**config.mk**
```make
export PLATFORM = sky130hd
export DESIGN_NAME = mux_operand_loader
export DESIGN_NICKNAME = d
export VERILOG_FILES = /design/src/rtl/mux_loader_pkg.sv /design/src/rtl/mux_operand_loader.sv
export SDC_FILE = /design/constraint.sdc
export NUM_CORES = 1
export LEC_CHECK = 0
export CORE_AREA = 5 5 42 44
export DETAILED_ROUTE_END_ITERATION = 12
export DIE_AREA = 0 0 47 49
export DONT_BUFFER_PORTS = 1
export HOLD_SLACK_MARGIN = 0.12
export SLEW_MARGIN = 20
export SYNTH_ARGS = -nofsm -noshare
export SYNTH_HDL_FRONTEND = slang
export SYNTH_SLANG_ARGS = --single-unit
```
**constraint.sdc**
```tcl
create_clock -name clk -period 1.1 [get_ports clk]
set_input_delay 0.22 -clock clk [delete_from_list [all_inputs] [get_ports clk]]
set_output_delay 0.22 -clock clk [all_outputs]
set_load 0.01 [all_outputs]
```
**src/rtl/mux_loader_pkg.sv**
```systemverilog
// Shared types and defaults for the mux operand loader.
package mux_loader_pkg;

    // Loader FSM: collect operand A, collect operand B (+select), hold bundle.
    typedef enum logic [1:0] {
        S_WAIT_A = 2'd0,
        S_WAIT_B = 2'd1,
        S_HOLD   = 2'd2
    } state_t;

    localparam int DEFAULT_WIDTH = 4;

endpackage : mux_loader_pkg

```
**src/rtl/mux_operand_loader.sv**
```systemverilog
// Serial operand loader feeding a 2:1 mux.
// Collects data_0 then data_1 (+ select) from one input bus and holds them as a
// registered bundle under an out_valid/out_ready handshake. Operands arriving
// while a bundle is held are dropped and flagged on the sticky overrun output.
// Optional build macro: SEL_AUTO_TOGGLE_EN -- select alternates per completed
// handshake (first bundle after reset uses 0) instead of sampling sel_in.
module mux_operand_loader
    import mux_loader_pkg::*;
#(
    parameter int WIDTH = DEFAULT_WIDTH
) (
    input  logic             clk,
    input  logic             rst,
    input  logic [WIDTH-1:0] din,
    input  logic             din_valid,
    input  logic             sel_in,
    input  logic             out_ready,
    output logic [WIDTH-1:0] data_0,
    output logic [WIDTH-1:0] data_1,
    output logic             sel,
    output logic             out_valid,
    output logic             busy,
    output logic             overrun
);

    state_t           state_q, state_d;
    logic [WIDTH-1:0] data0_q, data1_q;
    logic             sel_q, sel_d;
    logic             vld_q;
    logic             ovr_q;
    logic             cap_a, cap_b, hshk, drop;

`ifdef SEL_AUTO_TOGGLE_EN
    // Select value to attach to the next bundle; flips on every handshake.
    logic             tgl_q;
`endif

    // Next-state decode and per-cycle strobes.
    always_comb begin
        state_d = state_q;
        cap_a   = 1'b0;
        cap_b   = 1'b0;
        hshk    = 1'b0;
        drop    = 1'b0;
        case (state_q)
            S_WAIT_A: begin
                if (din_valid) begin
                    cap_a   = 1'b1;
                    state_d = S_WAIT_B;
                end
            end
            S_WAIT_B: begin
                if (din_valid) begin
                    cap_b   = 1'b1;
                    state_d = S_HOLD;
                end
            end
            S_HOLD: begin
                // A new operand here has nowhere to go; it is discarded even
                // when the handshake completes in the same cycle.
                drop = din_valid;
                if (out_ready) begin
                    hshk    = 1'b1;
                    state_d = S_WAIT_A;
                end
            end
            default: state_d = S_WAIT_A;
        endcase
`ifdef SEL_AUTO_TOGGLE_EN
        sel_d = tgl_q;
`else
        sel_d = sel_in;
`endif
    end

    // State, captured operands and status flags; reset discards any partial bundle.
    always_ff @(posedge clk or posedge rst) begin
        if (rst) begin
            state_q <= S_WAIT_A;
            data0_q <= '0;
            data1_q <= '0;
            sel_q   <= 1'b0;
            vld_q   <= 1'b0;
            ovr_q   <= 1'b0;
        end else begin
            state_q <= state_d;
            if (cap_a) data0_q <= din;
            if (cap_b) begin
                data1_q <= din;
                sel_q   <= sel_d;
            end
            if (cap_b)     vld_q <= 1'b1;
            else if (hshk) vld_q <= 1'b0;
            if (drop) ovr_q <= 1'b1;
        end
    end

`ifdef SEL_AUTO_TOGGLE_EN
    // Alternate the select leg once per consumed bundle.
    always_ff @(posedge clk or posedge rst) begin
        if (rst)       tgl_q <= 1'b0;
        else if (hshk) tgl_q <= ~tgl_q;
    end
`endif

    assign data_0    = data0_q;
    assign data_1    = data1_q;
    assign sel       = sel_q;
    assign out_valid = vld_q;
    assign busy      = (state_q != S_WAIT_A);
    assign overrun   = ovr_q;

endmodule : mux_operand_loader

```
==> results summary, run 1 <==
The worst hold slack across all endpoints came out at 0.170 ns. The required time of the critical path came out at approximately 1.3 ns. The CTS H-tree depth came out at 1. IR analysis of the VDD net gives a maximum drop of about 1200 uV. The count of pins over their slew limit is 0.

The detailed-route via count came out at about 360. The clock latency of the later-clocked register in the worst-skew pair is roughly 0.26 ns. The clock net sink count is 13. The worst hold path belongs to the class in2reg. The HPWL after detailed placement is between 700 and 800 microns. The first global-routing pass estimated between 1500 and 2000 microns of wire. The headroom to the max-slew limit is 0.676. The number of distinct library cell variants in the gate-level netlist after synthesis is 15.

For this run the aggregate overflow at the end of global routing stands at 0. The die width came out at 47 microns. The hold violation total from the final report came out at 0.

The number of warning messages in the yosys log is 0. Measured on the finished design, the core utilization comes to 0.564. The synthesized area per cell is 14.8 sq um. The total clock buffers created by CTS came out at 3. The number of optimization iterations in the first detailed-route pass is 4. The checks that failed: negative setup slack. The initial core utilization came out at 0.391.

The area of the mapped netlist came out at 548 sq um. The endpoint class of the critical path is a flop. The area fraction of the dominant cell type after synthesis came out at 0.594. The average via count per standard cell came out at 4.92. The synthesis-to-finish area growth is 44.3%. The wire length after detailed routing is approximately 1200 microns. The critical setup path kind is reg2reg. The power per cell area came out at about 2900 nW/um^2. The I/O pin count came out at 21. Of the cells placed in the final design, the portion with a size suffix greater than 1 is 0.466.

Leaving out fill and tap cells, the most frequent cells in the layout are dfrtp_1, mux2_4, dlygate4sd3_1, buf_6. The smallest setup slack after layout came out at -0.184 ns. The placement row count is 14. The largest fanout on the critical path came out at 3.

The critical path starts at state_q[0]$_DFFE_PP0P_. The library cell used most frequently in the layout, excluding fill and tap cells, is dfrtp_1. The maximum achievable frequency is a little under 0.8 GHz. The worst-margin pin slew is ~0.49 ns. TritonCTS built the clock tree. The startpoint kind of the worst setup timing path is a flop.

The repair_antennas step left the layout with diodes totalling 0. In the final routed layout, each cell accounts on average for 15.9 microns. The post-synth net total came out at 46. In this run the critical register-to-register path is launched from state_q[0]$_DFFE_PP0P_. The overall die area is approximately 2300 sq um. The routed design could run at a clock period as short as 1.28 ns. The final-stage net count is between 60 and 70. The total of endpoints with negative setup slack in the final report is 12. The arrival time at the worst endpoint came out at 1.44 ns. The final estimated routing congestion in global placement came out at just under 0.8.

Port buffering added 0 buffers. In this run the static leakage power is ~0.38 nW. The number of cells produced by synthesis is 37. The via count of the first global-routing pass was around 440. The clock root buffer master is clkbuf_4. For this run, the total global-route usage over all layers was measured as 0.119. The pin count of the biggest net entering global routing is 14. The ratio of final minimum period to clock period came out at 1.17.

The placeable core region came out at 1400 sq um. In this run the vertical extent of the chip is ~49 microns. The number of antenna violations at the first check in global routing was 0.

The reported max-cap violation count came out at 0. Setup repair after global routing could not meet its margin everywhere. The sequential fraction of the synthesis area came out at 0.594.

The worst hold path begins at din_valid. The violation count after the first detailed-route iteration came out at 1. After synthesis, the cell types taking the most area are dfrtp_1, mux2_4, mux2_2. The flow ran to the end, but the final reports show violations. dfrtp_1 takes more of the synthesized area than any other cell. After detailed routing, the number of remaining DRC violations is 0. The synthesized design contains 13 register bits.

Between clock sinks in the finished design, the worst skew comes to 0.00276 ns. The clock-pin slew on the worst setup and hold paths came out at around 0.08 ns. The count of nets left with antenna violations after detail routing is 0. In this run the deepest clock path goes through 2 buffers.
-- synthesized netlist by cell type (all sizes together) --
library cell	number
xnor2	1
o21bai	1
inv	2
dfrtp	13
nand2b	1
nand2	2
a21oi	1
nor2	3
nor3	1
mux2	9
o21ai	1
nor2b	1
or2	1
-- metrics by stage --
step,setup TNS [ns],total power [mW],cells,setup WS [ns],cell area (sq um)
after floorplan,-0.146,1.46,37,-0.0364,549
after global placement,-0.477,1.62,56,-0.111,592
after detailed placement,-0.719,1.66,56,-0.130,592
after CTS,-1.62,2.23,74,-0.180,772
after global routing,-2.03,2.40,74,-0.234,791
final,-1.50,2.27,74,-0.184,791
-- critical path: stages, from the launching register on --
cell and delay, ns:
dfrtp_1 0.41, buf_6 0.13, nor3_4 0.20, buf_6 0.15
mux2_4 0.29
-- power breakdown --
part	switching, mW	internal [mW]	total, mW	leakage (nW)
clock network	0.141	0.140	0.281	0.0150
registers	0.277	0.719	0.996	0.152
logic	0.341	0.651	0.993	0.216
total	0.760	1.51	2.27	0.383
-- cells by family after synthesis --
family,count (synthesis),share of synthesized area
xor gates and xnor gates,1,0.0160
AOI/OAI and AO/OA,3,0.0320
muxes,9,0.219
and+or+nand+nor,9,0.126
buffers and inverters,2,0.0137
DFF,13,0.594
-- area by class of cell --
cell class,count,area (sq um)
fillers,122,611
flip-flops and latches,13,327
multi-input cells,22,240
repair buffers,17,170
clock buffers,4,26.3
well taps,16,20.0
inverters,2,7.51
-- state kept, by name (all words and copies together) (netlist names) --
name	flops
data_0	4
data_1	4
out_valid	1
overrun	1
sel	1
state_q	2
-- metal layers --
layer | wire, microns | vias to the layer above | GRT usage
li1 | - | 165 | -
met3 | 93 | 2 | 0.0406
met5 | 0 | - | 0
met2 | 634 | 15 | 0.195
met4 | 21 | 0 | 0.0553
met1 | 428 | 182 | 0.133
-- path summary, 6_finish.rpt --
kind                       slack, ns  cells past startpoint                      to
max                            -0.18                      4   data_0[3]$_DFFE_PP0P_
min                             0.17                      2     overrun$_DFFE_PP0P_
max reg2reg                    -0.18                      4   data_0[3]$_DFFE_PP0P_
min reg2reg                     0.56                      1     overrun$_DFFE_PP0P_
max in group asynchronous       0.33                      2  state_q[1]$_DFFE_PP0P_
min in group asynchronous       0.42                      2   data_0[2]$_DFFE_PP0P_
-- timing repair --
item | in CTS | in global routing
hold buffers | 8 | 0
pin swaps | 2 | 2
endpoints found under the hold margin | 24 | 0
endpoints found under the setup margin | 11 | 14
resized for setup | 9 | 4
setup buffers | 6 | 0
Power figures use the tool's default switching activity.
==> run 2, diff against run 1 <==
RECOVER_POWER = 25   (was not set)
==> results of run 2 <==
No change in the layout: final DEF, timing and power equal those of run 1.
==> run 3, diff against run 2 <==
ABC_AREA = 1   (was not set)
CORE_AREA = 2 2 39 41   (was 5 5 42 44)
DIE_AREA = 0 0 41 43   (was 0 0 47 49)
==> run 3 against run 2 <==
The flow now finishes without violations; via count up 23%; synthesized cell count up 57%; register-to-register slack better by 0.25 ns; sequential cell count unchanged; wire length down 1.1%; first-iteration DRC count rose to 10 times the previous value; clock-buffer cell count unchanged; clock skew up 0.00056 ns; die area down 23%; power down 16%; non-clock buffer count down 4; synthesized area down 1.8%; critical endpoint is now busy.
==> results summary, run 3 <==
The clock tree skew after final layout is 0.00331 ns. By count the netlist is led by nand2_1, dfrtp_1, nand3_1, nand4_1, inv_1. The worst-margin pin slew came out at between 0.4 and 0.5 ns. The violation count after the first detailed-route iteration came out at 10. The detailed-route via count came out at between 400 and 500. The ratio of final minimum period to clock period came out at 0.996.

The reported max-cap violation count is 0. The worst setup path is of the reg2out kind. The count of nets left with antenna violations after detail routing is 0.

The flow ran to the end, and the final reports show no timing, DRC or antenna violations. The maximum resistive drop on vdd came out at 968 uV. The required time of the critical path came out at around 0.88 ns. The largest fanout on the critical path is 2.

Port buffering added 0 buffers. Data on the critical path arrives at its endpoint at 0.88 ns. The total of endpoints with negative setup slack in the final report came out at 0. The pin count of the biggest net entering global routing is 14. CTS built an H-tree with a depth of 1. The path class of the tightest hold or removal check is in2reg.

The met2 global-route usage is 0.241. The number of distinct library cell variants in the gate-level netlist after synthesis is 13. For this run, the register share of the synthesized area comes to 0.605. The count of flip-flops with a built-in enable after synthesis is 0. The global routing met3 resource utilization came out at 0.0419. The post-detailed-placement half-perimeter wirelength came out at 787 microns. The most used flip-flop cell after synthesis is dfrtp_1.

STA classifies the critical path startpoint as a flop. The average detailed-routed wire length per instance came out at around 13 microns. The wire length after detailed routing is 1170 microns. The number of antenna violations at the first check in global routing came out at 0.

The average via count per standard cell came out at roughly 5. For this run, design rule violations remaining after detail routing come to 0. Yosys instantiated no cell more often than nand2_1. During synthesis, Yosys emitted a total of 0 warnings. The repair_antennas step left the layout with diodes totalling 0. Setup repair after global routing could not meet its margin everywhere. The most common cell after layout, fill and taps aside is nand2_1.

The power per cell area came out at 2700 nW/um^2. The synthesis-to-finish area growth is 30.5%. The largest total area in the synthesized netlist belongs to dfrtp_1. Clock-pin slew was measured on the worst setup and hold paths at ~0.07 ns.

The total clock buffers created by CTS came out at 3. The clock period minus worst slack came out at approximately 1.1 ns. In this run the horizontal extent of the chip is about 40 microns. In the synthesized netlist the async set-or-reset flop fraction comes to 1.00. The vertical die dimension is between 40 and 50 microns. The count of pins over their slew limit came to 0. The wire length of the first global-routing pass is 1970 microns.

The clock latency of the later-clocked register in the worst-skew pair came out at between 0.2 and 0.3 ns. The number of cells produced by synthesis came out at 58. The maximum achievable frequency came out at approximately 0.9 GHz. The clock net sink count is 13. The global-route track usage on met1 is 0.229.

Counting every net in the synthesized netlist gives between 60 and 70. At the end of routability-driven placement, the weighted congestion stood at approximately 0.71. The number of optimization iterations in the first detailed-route pass is 4. The cell leakage power came out at ~0.35 nW. The synthesized area per cell came out at ~9.3 sq um. The via count of the first global-routing pass came out at 453.

The worst setup path is captured at a primary output. The I/O pin count is 21. The final cell utilization of the core is 0.507. Leaving out fill and tap cells, the most frequent cells in the layout are nand2_1, dfrtp_1, dlygate4sd3_1. The hold violation total from the final report came out at 0. The layout has about 140 filler cells. TritonCTS built the clock tree. The final-layout setup total negative slack is 0 ns. The area of the mapped netlist is roughly 540 sq um. CTS placed an instance of clkbuf_4 at the clock tree root. The area fraction of the dominant cell type after synthesis came out at 0.605. The total routing usage reported by global routing came out at 0.174.

The placeable core region came out at 1380 sq um. The maximum buffer depth of the clock tree came out at 2. In the final layout, the share of cells above drive strength 1 is 0.205. The placement row count is 14.

The headroom to the max-slew limit is 0.669. met2 is the most crowded layer. The final-stage net count came out at 83. After synthesis the netlist holds a flip-flop and latch count of 13. The overall die area came out at about 1800 sq um. By area the synthesized netlist is led by dfrtp_1, nand2_1, nand4_1. The leftover overflow at the end of global routing is 0. The initial core utilization is 0.389.
==> run 3: routing by layer <==
layer  vias up  wire [microns]
met5         -               0
li1        219               -
met3         4              78
met1       212             506
met2        13             555
met4         0              24
==> run 3: area by class of cell <==
type	count	area, sq um	share of cell area
Inverter	5	18.8	0.0267
Tap cell	16	20.0	0.0285
Multi-Input combinational cell	38	191	0.273
Clock buffer	4	26.3	0.0374
Sequential cell	13	328	0.467
Timing Repair Buffer	13	118	0.168
==> run 3: path summary, 6_finish.rpt <==
path / from / end / slack [ns] / depth (start not counted)
min in group asynchronous: rst / overrun$_DFFE_PP0P_ / 0.40 / 2
max in group asynchronous: rst / state_q[1]$_DFFE_PP0P_ / 0.33 / 2
min: out_ready / out_valid$_DFFE_PP0P_ / 0.13 / 3
min reg2reg: out_valid$_DFFE_PP0P_ / out_valid$_DFFE_PP0P_ / 0.54 / 2
max: state_q[0]$_DFFE_PP0P_ / busy / 0.004 / 2
max reg2reg: state_q[1]$_DFFE_PP0P_ / state_q[0]$_DFFE_PP0P_ / 0.07 / 5
==> run 3: power by group <==
group	switching, mW	total, mW	internal, mW	leakage [nW]
Combinational	0.367	0.660	0.293	0.180
Sequential	0.243	0.946	0.703	0.155
Clock	0.150	0.291	0.140	0.0150
Total	0.760	1.90	1.14	0.350
==> run 3: metrics by stage <==
stage / setup slack (ns) / hold WS (ns) / area (sq um) / power, mW / std cells
6_report: 0.00428 / 0.128 / 702 / 1.90 / 89
5_1_grt: -0.0285 / 0.131 / 702 / 2.07 / 89
4_1_cts: -0.0122 / 0.125 / 694 / 1.90 / 89
3_5_place_dp: 0.118 / 0.175 / 563 / 1.47 / 74
3_3_place_gp: 0.155 / 0.172 / 563 / 1.45 / 74
2_1_floorplan: 0.138 / 0.0970 / 538 / 1.32 / 58
==> run 3: kinds of logic after synthesis <==
| kind of cell | count (synthesis) | synth area share |
|---|---|---|
| AOI/OAI and AO/OA | 3 | 0.0325 |
| buffers and inverters | 7 | 0.0535 |
| DFF | 13 | 0.605 |
| and+or+nand+nor | 35 | 0.309 |
==> run 3: worst max-delay path, stage by stage, from the launching register on <==
cell	delay (ns)
dfrtp_2	0.43
nor2_4	0.12
inv_2	0.06
==> run 3: what timing repair did <==
| action | CTS | global route |
|---|---|---|
| hold endpoints to repair | 25 | 0 |
| endpoints found under the setup margin | 1 | 6 |
| setup buffers | 3 | 0 |
| hold buffers | 8 | 0 |
| pin swaps | 1 | 1 |
| resized for setup | 3 | 2 |
